### config.mk
export PLATFORM = sky130hd
export DESIGN_NAME = adder_seq_nbit
export DESIGN_NICKNAME = d
export VERILOG_FILES = /design/src/rtl/adder_seq_nbit.sv
export SDC_FILE = /design/constraint.sdc
export NUM_CORES = 1
export LEC_CHECK = 0
export CORE_UTILIZATION = 47
export CTS_BUF_LIST = sky130_fd_sc_hd__clkbuf_8
export CTS_CLUSTER_SIZE = 10
export DETAILED_ROUTE_END_ITERATION = 7
export HOLD_SLACK_MARGIN = 0.12
export MAX_ROUTING_LAYER = met4
export PLACE_DENSITY = 0.83
export SETUP_SLACK_MARGIN = 0.05
export SYNTH_ARGS = -nofsm -noshare
export SYNTH_HDL_FRONTEND = slang
export SYNTH_SLANG_ARGS = --single-unit
### constraint.sdc
create_clock -name clk -period 2.4 [get_ports clk]
set_clock_uncertainty 0.1 [all_clocks]
set_input_delay 0.48 -clock clk [delete_from_list [all_inputs] [get_ports clk]]
set_output_delay 0.48 -clock clk [all_outputs]
set_load 0.01 [all_outputs]
### src/rtl/adder_seq_nbit.sv
// adder_seq_nbit: multi-cycle add/subtract unit for WIDTH-bit operands.
// Each RUN cycle adds CHUNK bits, LSB chunk first, through a ripple chain of
// CHUNK adder_1bit slices. The carry is held in a register between chunks, so
// the critical path is CHUNK full-adder stages, not WIDTH.
//
// Ports:
//   clk        system clock, rising edge
//   rst        synchronous, active-high reset
//   start      operation request, accepted only when busy=0 (IDLE or DONE)
//   sub        0: A+B+Cin, 1: A-B (Cin ignored)
//   A, B       operands, sampled together with start
//   Cin        add-mode carry-in, sampled together with start
//   busy       operation in progress (exactly N = WIDTH/CHUNK cycles)
//   done       one-cycle pulse; Sum/Cout/Ovf are valid from this cycle on
//   Sum        result, held until the next operation completes or reset
//   Cout       carry out of bit WIDTH-1 (sub mode: 1 = no borrow)
//   Ovf        two's-complement overflow
//   dbg_state  current FSM state (IDLE=0, RUN=1, DONE=2)
//
// Handshake: start is a request qualified by busy=0. When start=1 is seen at a
// rising edge in IDLE or DONE, A/B/sub/Cin are captured on that edge and busy
// rises in the next cycle. start while busy=1 is ignored. done pulses for one
// cycle after the last RUN cycle; start in that cycle begins a new operation
// immediately. All outputs come straight from flops.
module adder_seq_nbit #(
  parameter int WIDTH = 16,
  parameter int CHUNK = 4
) (
  input  logic             clk,
  input  logic             rst,
  input  logic             start,
  input  logic             sub,
  input  logic [WIDTH-1:0] A,
  input  logic [WIDTH-1:0] B,
  input  logic             Cin,
  output logic             busy,
  output logic             done,
  output logic [WIDTH-1:0] Sum,
  output logic             Cout,
  output logic             Ovf,
  output logic [1:0]       dbg_state
);

  localparam int N     = WIDTH / CHUNK;
  localparam int CNT_W = (N > 1) ? $clog2(N) : 1;
  localparam logic [CNT_W-1:0] LAST = CNT_W'(N - 1);

  localparam logic [1:0] IDLE = 2'd0;
  localparam logic [1:0] RUN  = 2'd1;
  localparam logic [1:0] DONE = 2'd2;

  // Refuse to build a unit whose chunks do not tile the operand exactly.
  if (CHUNK < 1 || (WIDTH % CHUNK) != 0) begin : g_bad_param
    $error("adder_seq_nbit: CHUNK must be >= 1 and divide WIDTH");
  end

  // One full-adder slice: returns {carry_out, sum}.
  function automatic logic [1:0] adder_1bit(input logic a, input logic b,
                                            input logic ci);
    adder_1bit = {(a & b) | (ci & (a ^ b)), a ^ b ^ ci};
  endfunction

  logic [1:0]       state_q, state_d;
  logic [WIDTH-1:0] a_q, a_d;        // shifts right one chunk per RUN cycle
  logic [WIDTH-1:0] b_q, b_d;        // holds B or ~B, shifts like a_q
  logic             carry_q, carry_d;
  logic [CNT_W-1:0] cnt_q, cnt_d;
  logic [WIDTH-1:0] res_q, res_d;    // result shift register, fills from MSB
  logic [WIDTH-1:0] sum_q, sum_d;
  logic             cout_q, cout_d;
  logic             ovf_q, ovf_d;

  // Ripple chain across the low CHUNK bits of the operand shift registers.
  logic [CHUNK:0]       chain;
  logic [CHUNK-1:0]     chunk_sum;
  logic [WIDTH+CHUNK-1:0] res_ext;
  logic [WIDTH-1:0]     res_shift;

  always_comb begin
    logic [1:0] fa;
    chain     = '0;
    chunk_sum = '0;
    chain[0]  = carry_q;
    for (int i = 0; i < CHUNK; i++) begin
      fa           = adder_1bit(a_q[i], b_q[i], chain[i]);
      chunk_sum[i] = fa[0];
      chain[i+1]   = fa[1];
    end
  end

  // Chunk results enter at the top and move down, so after N chunks the
  // first (LSB) chunk sits at bit 0. Works for CHUNK == WIDTH as well.
  assign res_ext   = {chunk_sum, res_q};
  assign res_shift = res_ext[WIDTH+CHUNK-1:CHUNK];

  always_comb begin
    state_d = state_q;
    a_d     = a_q;
    b_d     = b_q;
    carry_d = carry_q;
    cnt_d   = cnt_q;
    res_d   = res_q;
    sum_d   = sum_q;
    cout_d  = cout_q;
    ovf_d   = ovf_q;
    case (state_q)
      IDLE, DONE: begin
        if (start) begin
          a_d     = A;
          // Subtraction as A + ~B + 1.
          b_d     = sub ? ~B : B;
          carry_d = sub ? 1'b1 : Cin;
          cnt_d   = '0;
          state_d = RUN;
        end else begin
          state_d = IDLE;
        end
      end
      RUN: begin
        a_d     = a_q >> CHUNK;
        b_d     = b_q >> CHUNK;
        res_d   = res_shift;
        carry_d = chain[CHUNK];
        cnt_d   = cnt_q + CNT_W'(1);
        if (cnt_q == LAST) begin
          state_d = DONE;
          cnt_d   = '0;
          sum_d   = res_shift;
          cout_d  = chain[CHUNK];
          // In the last chunk, chain[CHUNK-1] is the carry into the MSB.
          ovf_d   = chain[CHUNK] ^ chain[CHUNK-1];
        end
      end
      default: state_d = IDLE;
    endcase
  end

  always_ff @(posedge clk) begin
    if (rst) begin
      state_q <= IDLE;
      a_q     <= '0;
      b_q     <= '0;
      carry_q <= 1'b0;
      cnt_q   <= '0;
      res_q   <= '0;
      sum_q   <= '0;
      cout_q  <= 1'b0;
      ovf_q   <= 1'b0;
    end else begin
      state_q <= state_d;
      a_q     <= a_d;
      b_q     <= b_d;
      carry_q <= carry_d;
      cnt_q   <= cnt_d;
      res_q   <= res_d;
      sum_q   <= sum_d;
      cout_q  <= cout_d;
      ovf_q   <= ovf_d;
    end
  end

  assign busy      = (state_q == RUN);
  assign done      = (state_q == DONE);
  assign Sum       = sum_q;
  assign Cout      = cout_q;
  assign Ovf       = ovf_q;
  assign dbg_state = state_q;

endmodule

==> run summary <==
The die width is 79.50 µm. The share of the synthesized area in the top cell type works out to 0.4752. The tools report the switching power as 588.7 µW.

After legalization and detailed placement, the total HPWL measured 3925 µm. The count of hold buffers inserted by post-cts repair was 0; the maximum achievable frequency was 440.2 MHz. The initialized floorplan defines 27 standard-cell rows. 59 I/O pins were placed. The number of pins exceeding their max-slew limit in the final report is 0. The logs give 0.3462 for the met2 demand-to-capacity share in global routing and 0 for the overall overflow remaining after global route. In the layout the commonest cells are dfxtp_1 (67), nand2_1 (59), a21oi_1 (59).

CTS placed an instance of clkbuf_8 at the clock tree root. The register share of total power was 0.533. Buffers placed on the I/O ports in this run total 58.

The worst setup path is captured at a flip-flop. The violation count after the first detailed-route iteration was 96; the maximum clock insertion buffer count was 2. The floorplan step set the die height to 79.50 µm. Across the run, the number of max-cap violations was 0.

Along the worst path, the maximum fanout reaches 2. For the global-route wire length before repair, the log shows 10010 µm. The cell repeated most along the worst path is inv_1. After clock tree synthesis, the clock-pin slew on the worst setup and hold paths is 70 ps. The net count after synthesis is 368. The final critical delay including setup and external delays came out at 2272 ps.

The share of final-layout standard cells stronger than drive strength 1 is 0.07143. The starting density of the core came out at 0.5003. The largest individual stage delay along the critical path comes from the cell fa_2.

The post-detailed-route DRC marker count came out at 0. Synthesis instantiated 28 different standard cells from the library. The worst setup path is launched from a flip-flop.

The critical path goes through fa_1 > inv_1 > fa_1 > inv_1 > fa_2 > inv_1 > fa_2 > a211oi_2. The area of all placed cells without fillers is 3535 µm², and the worst endpoint data arrival time is 2430 ps. The number of levels in the clock H-tree is 3. The critical path contains buffers and inverters numbering 3 combined. Entering global routing, the biggest net connects 48 pins.

The run gives 0.333 as the relative contribution of the clock network to total power. The run finished with clean final reports. The met3 track demand over resource in global routing is 0.04114, and the post-detailed-route wirelength per cell is 13.07 µm. The logs give 0.001248 µW for the leakage power figure and 2560 ps for the required arrival time at the worst endpoint. The hold violation count in the final report came out at 0.

The path type of the worst setup path was flip-flop to flip-flop. In this run the cell area of the synthesized design comes to 2823 µm². The final layout contains 415 nets. Final routed wirelength across all metal layers: 5882 µm. The most common cell after layout, fill and taps aside is dfxtp_1.

The tools report the number of antenna violations at the first check in global routing as 0. The transition time of the tightest slew-check pin came out at 603.3 ps. Global-route total usage across every layer: 0.2115. Class of the tightest hold or removal check: flip-flop to flip-flop. The tree built by TritonCTS fans out to 67 sinks.

For the combinational share of power, the log shows 0.134. The internal portion of the total power is 1658 µW. By area the synthesized netlist is led by dfxtp_1 (48%), a21oi_1 (10%), nand2_1 (7.8%).

Area growth from synthesis to final layout: 25.22%. Proportion of total power due to net switching: 0.2620. IR analysis of the VDD net gives a maximum drop of 0.0003400 V. In this run the most used layer during global routing was met2. The cell family contributing the most delay on the critical path is adder cells. TritonCTS created 9 clock buffers. The final antenna-violating net count is 0, and the clock insertion delay at the later pin of the skew report is 340 ps. For the yosys synthesis warning count, the log shows 0.

The worst stage delay on the critical path came out at 460 ps. The placeable core area is 5642 µm², and the weighted congestion reported at the end of routability-driven placement is 0.7818. The synthesized design contains 67 register bits.

The share of the clock period used by the worst path after layout was 0.9466. The logs give 0.6265 for the final design utilization and 0 for the antenna diode count. The average instance in the mapped netlist occupies 8.659 µm². The run gives 450 as the post-layout instance count excluding filler cells.

In this run, placement finished with an instance count of 434. The via count of the first global-routing pass was 2200. The setup violation total in the final timing report was 0. The run gives 0.2479 as the met1 track utilization from global routing. Once placement finished, the instance area stood at 3369 µm².

TritonCTS built the clock tree. The tools report the number of iterations in the first detailed-routing pass as 4. The full die area is 6319 µm².

Summing over every cut layer, the via total after detailed routing is 2381. The synthesized design spends more area on one cell type than any other, namely dfxtp_1. The run gives 0.4752 as the portion of the post-synthesis area used by sequential elements.

Setup repair after global routing left no endpoint under its margin. Counting every instance in the synthesized netlist gives 326. Setup total negative slack on the finished layout was measured at 0 ps. In this run the power density over the cells is 635.7 nW/µm². The headroom to the max-slew limit was 0.5966; the ratio of routed vias to standard cells was 5.291.
## routing by layer
| metal | wire length [µm] | share of wire | up-vias |
|---|---|---|---|
| met3 | 243 | 0.041 | 8 |
| met1 | 2533 | 0.43 | 1091 |
| met4 | 100 | 0.017 | 0 |
| met2 | 3005 | 0.51 | 77 |
| li1 | - | - | 1205 |
| met5 | 0 | 0 | - |
## cells in the mapped netlist, drive strengths merged
master and count:
a211oi 5, a21oi 59, a22oi 24, a31oi 1, and3b 1, buf 24
clkbuf 5, dfxtp 67, fa 4, ha 1, inv 8, nand2 59
nand2b 2, nand3 34, nand3b 1, nor2 9, nor2b 2, nor4b 1
o21a 1, o22a 1, xnor2 1, xor2 16
## worst register-to-register path, stage by stage (launching register included)
cell and delay (ps):
dfxtp_1 330, fa_1 410, inv_1 70, fa_1 160
inv_1 50, fa_2 340, inv_1 80, fa_2 460
a211oi_2 180
## per-stage QoR
step	hold slack (ps)	setup slack, ps	total power, µW
final	353.8	128.2	2247
after global routing	377.1	53.76	2353
after detailed placement	347.1	73.76	1521
after CTS	356.2	63.09	2262
after global placement	338.6	125.0	1510
after floorplan	332.1	179.2	1421
## area by class of cell
cell class | count | area, µm²
clock buffers | 9 | 123.9
clock inverters | 7 | 31.28
fillers | 499 | 2107
inverters | 8 | 30.03
multi-input cells | 222 | 1277
flip-flops and latches | 67 | 1341
well taps | 72 | 90.09
repair buffers | 65 | 640.6
## power groups by stage
stage	Clock, µW	Combinational (µW)	Sequential (µW)
2_1_floorplan	0	206	1210
3_5_place_dp	0	297	1220
5_1_grt	814	334	1200
4_1_cts	763	300	1200
6_report	748	301	1200
3_3_place_gp	0	291	1220
## flip-flops by register name, summed over array words and instances (netlist names)
| signal | cells |
|---|---|
| Cout | 1 |
| carry_q | 1 |
| res_q | 12 |
| a_q | 16 |
| cnt_q | 2 |
| Ovf | 1 |
| b_q | 16 |
| dbg_state | 2 |
| Sum | 16 |
## final timing paths
path              startpoint      end  slack [ps]  cells past startpoint
setup / recovery      a_q[0]  Sum[15]         130                      8
hold / removal        Sum[2]   Sum[2]         350                      2
setup reg to reg      a_q[0]  Sum[15]         130                      8
hold reg to reg       Sum[2]   Sum[2]         350                      2
## cells by family after synthesis
family,Yosys count,synth area share
AOI/OAI and AO/OA,91,0.1933
and+or+nand+nor,109,0.1693
xor gates and xnor gates,17,0.05275
buffers and inverters,37,0.07668
DFF,67,0.4752
adders and majority gates,5,0.03280
## timing repair
| action | CTS | global route |
|---|---|---|
| resized for setup | 1 | 2 |
| setup endpoints to repair | 1 | 3 |
| buffers inserted | 0 | 0 |
Note: power is estimated with default switching activity, not from simulation.
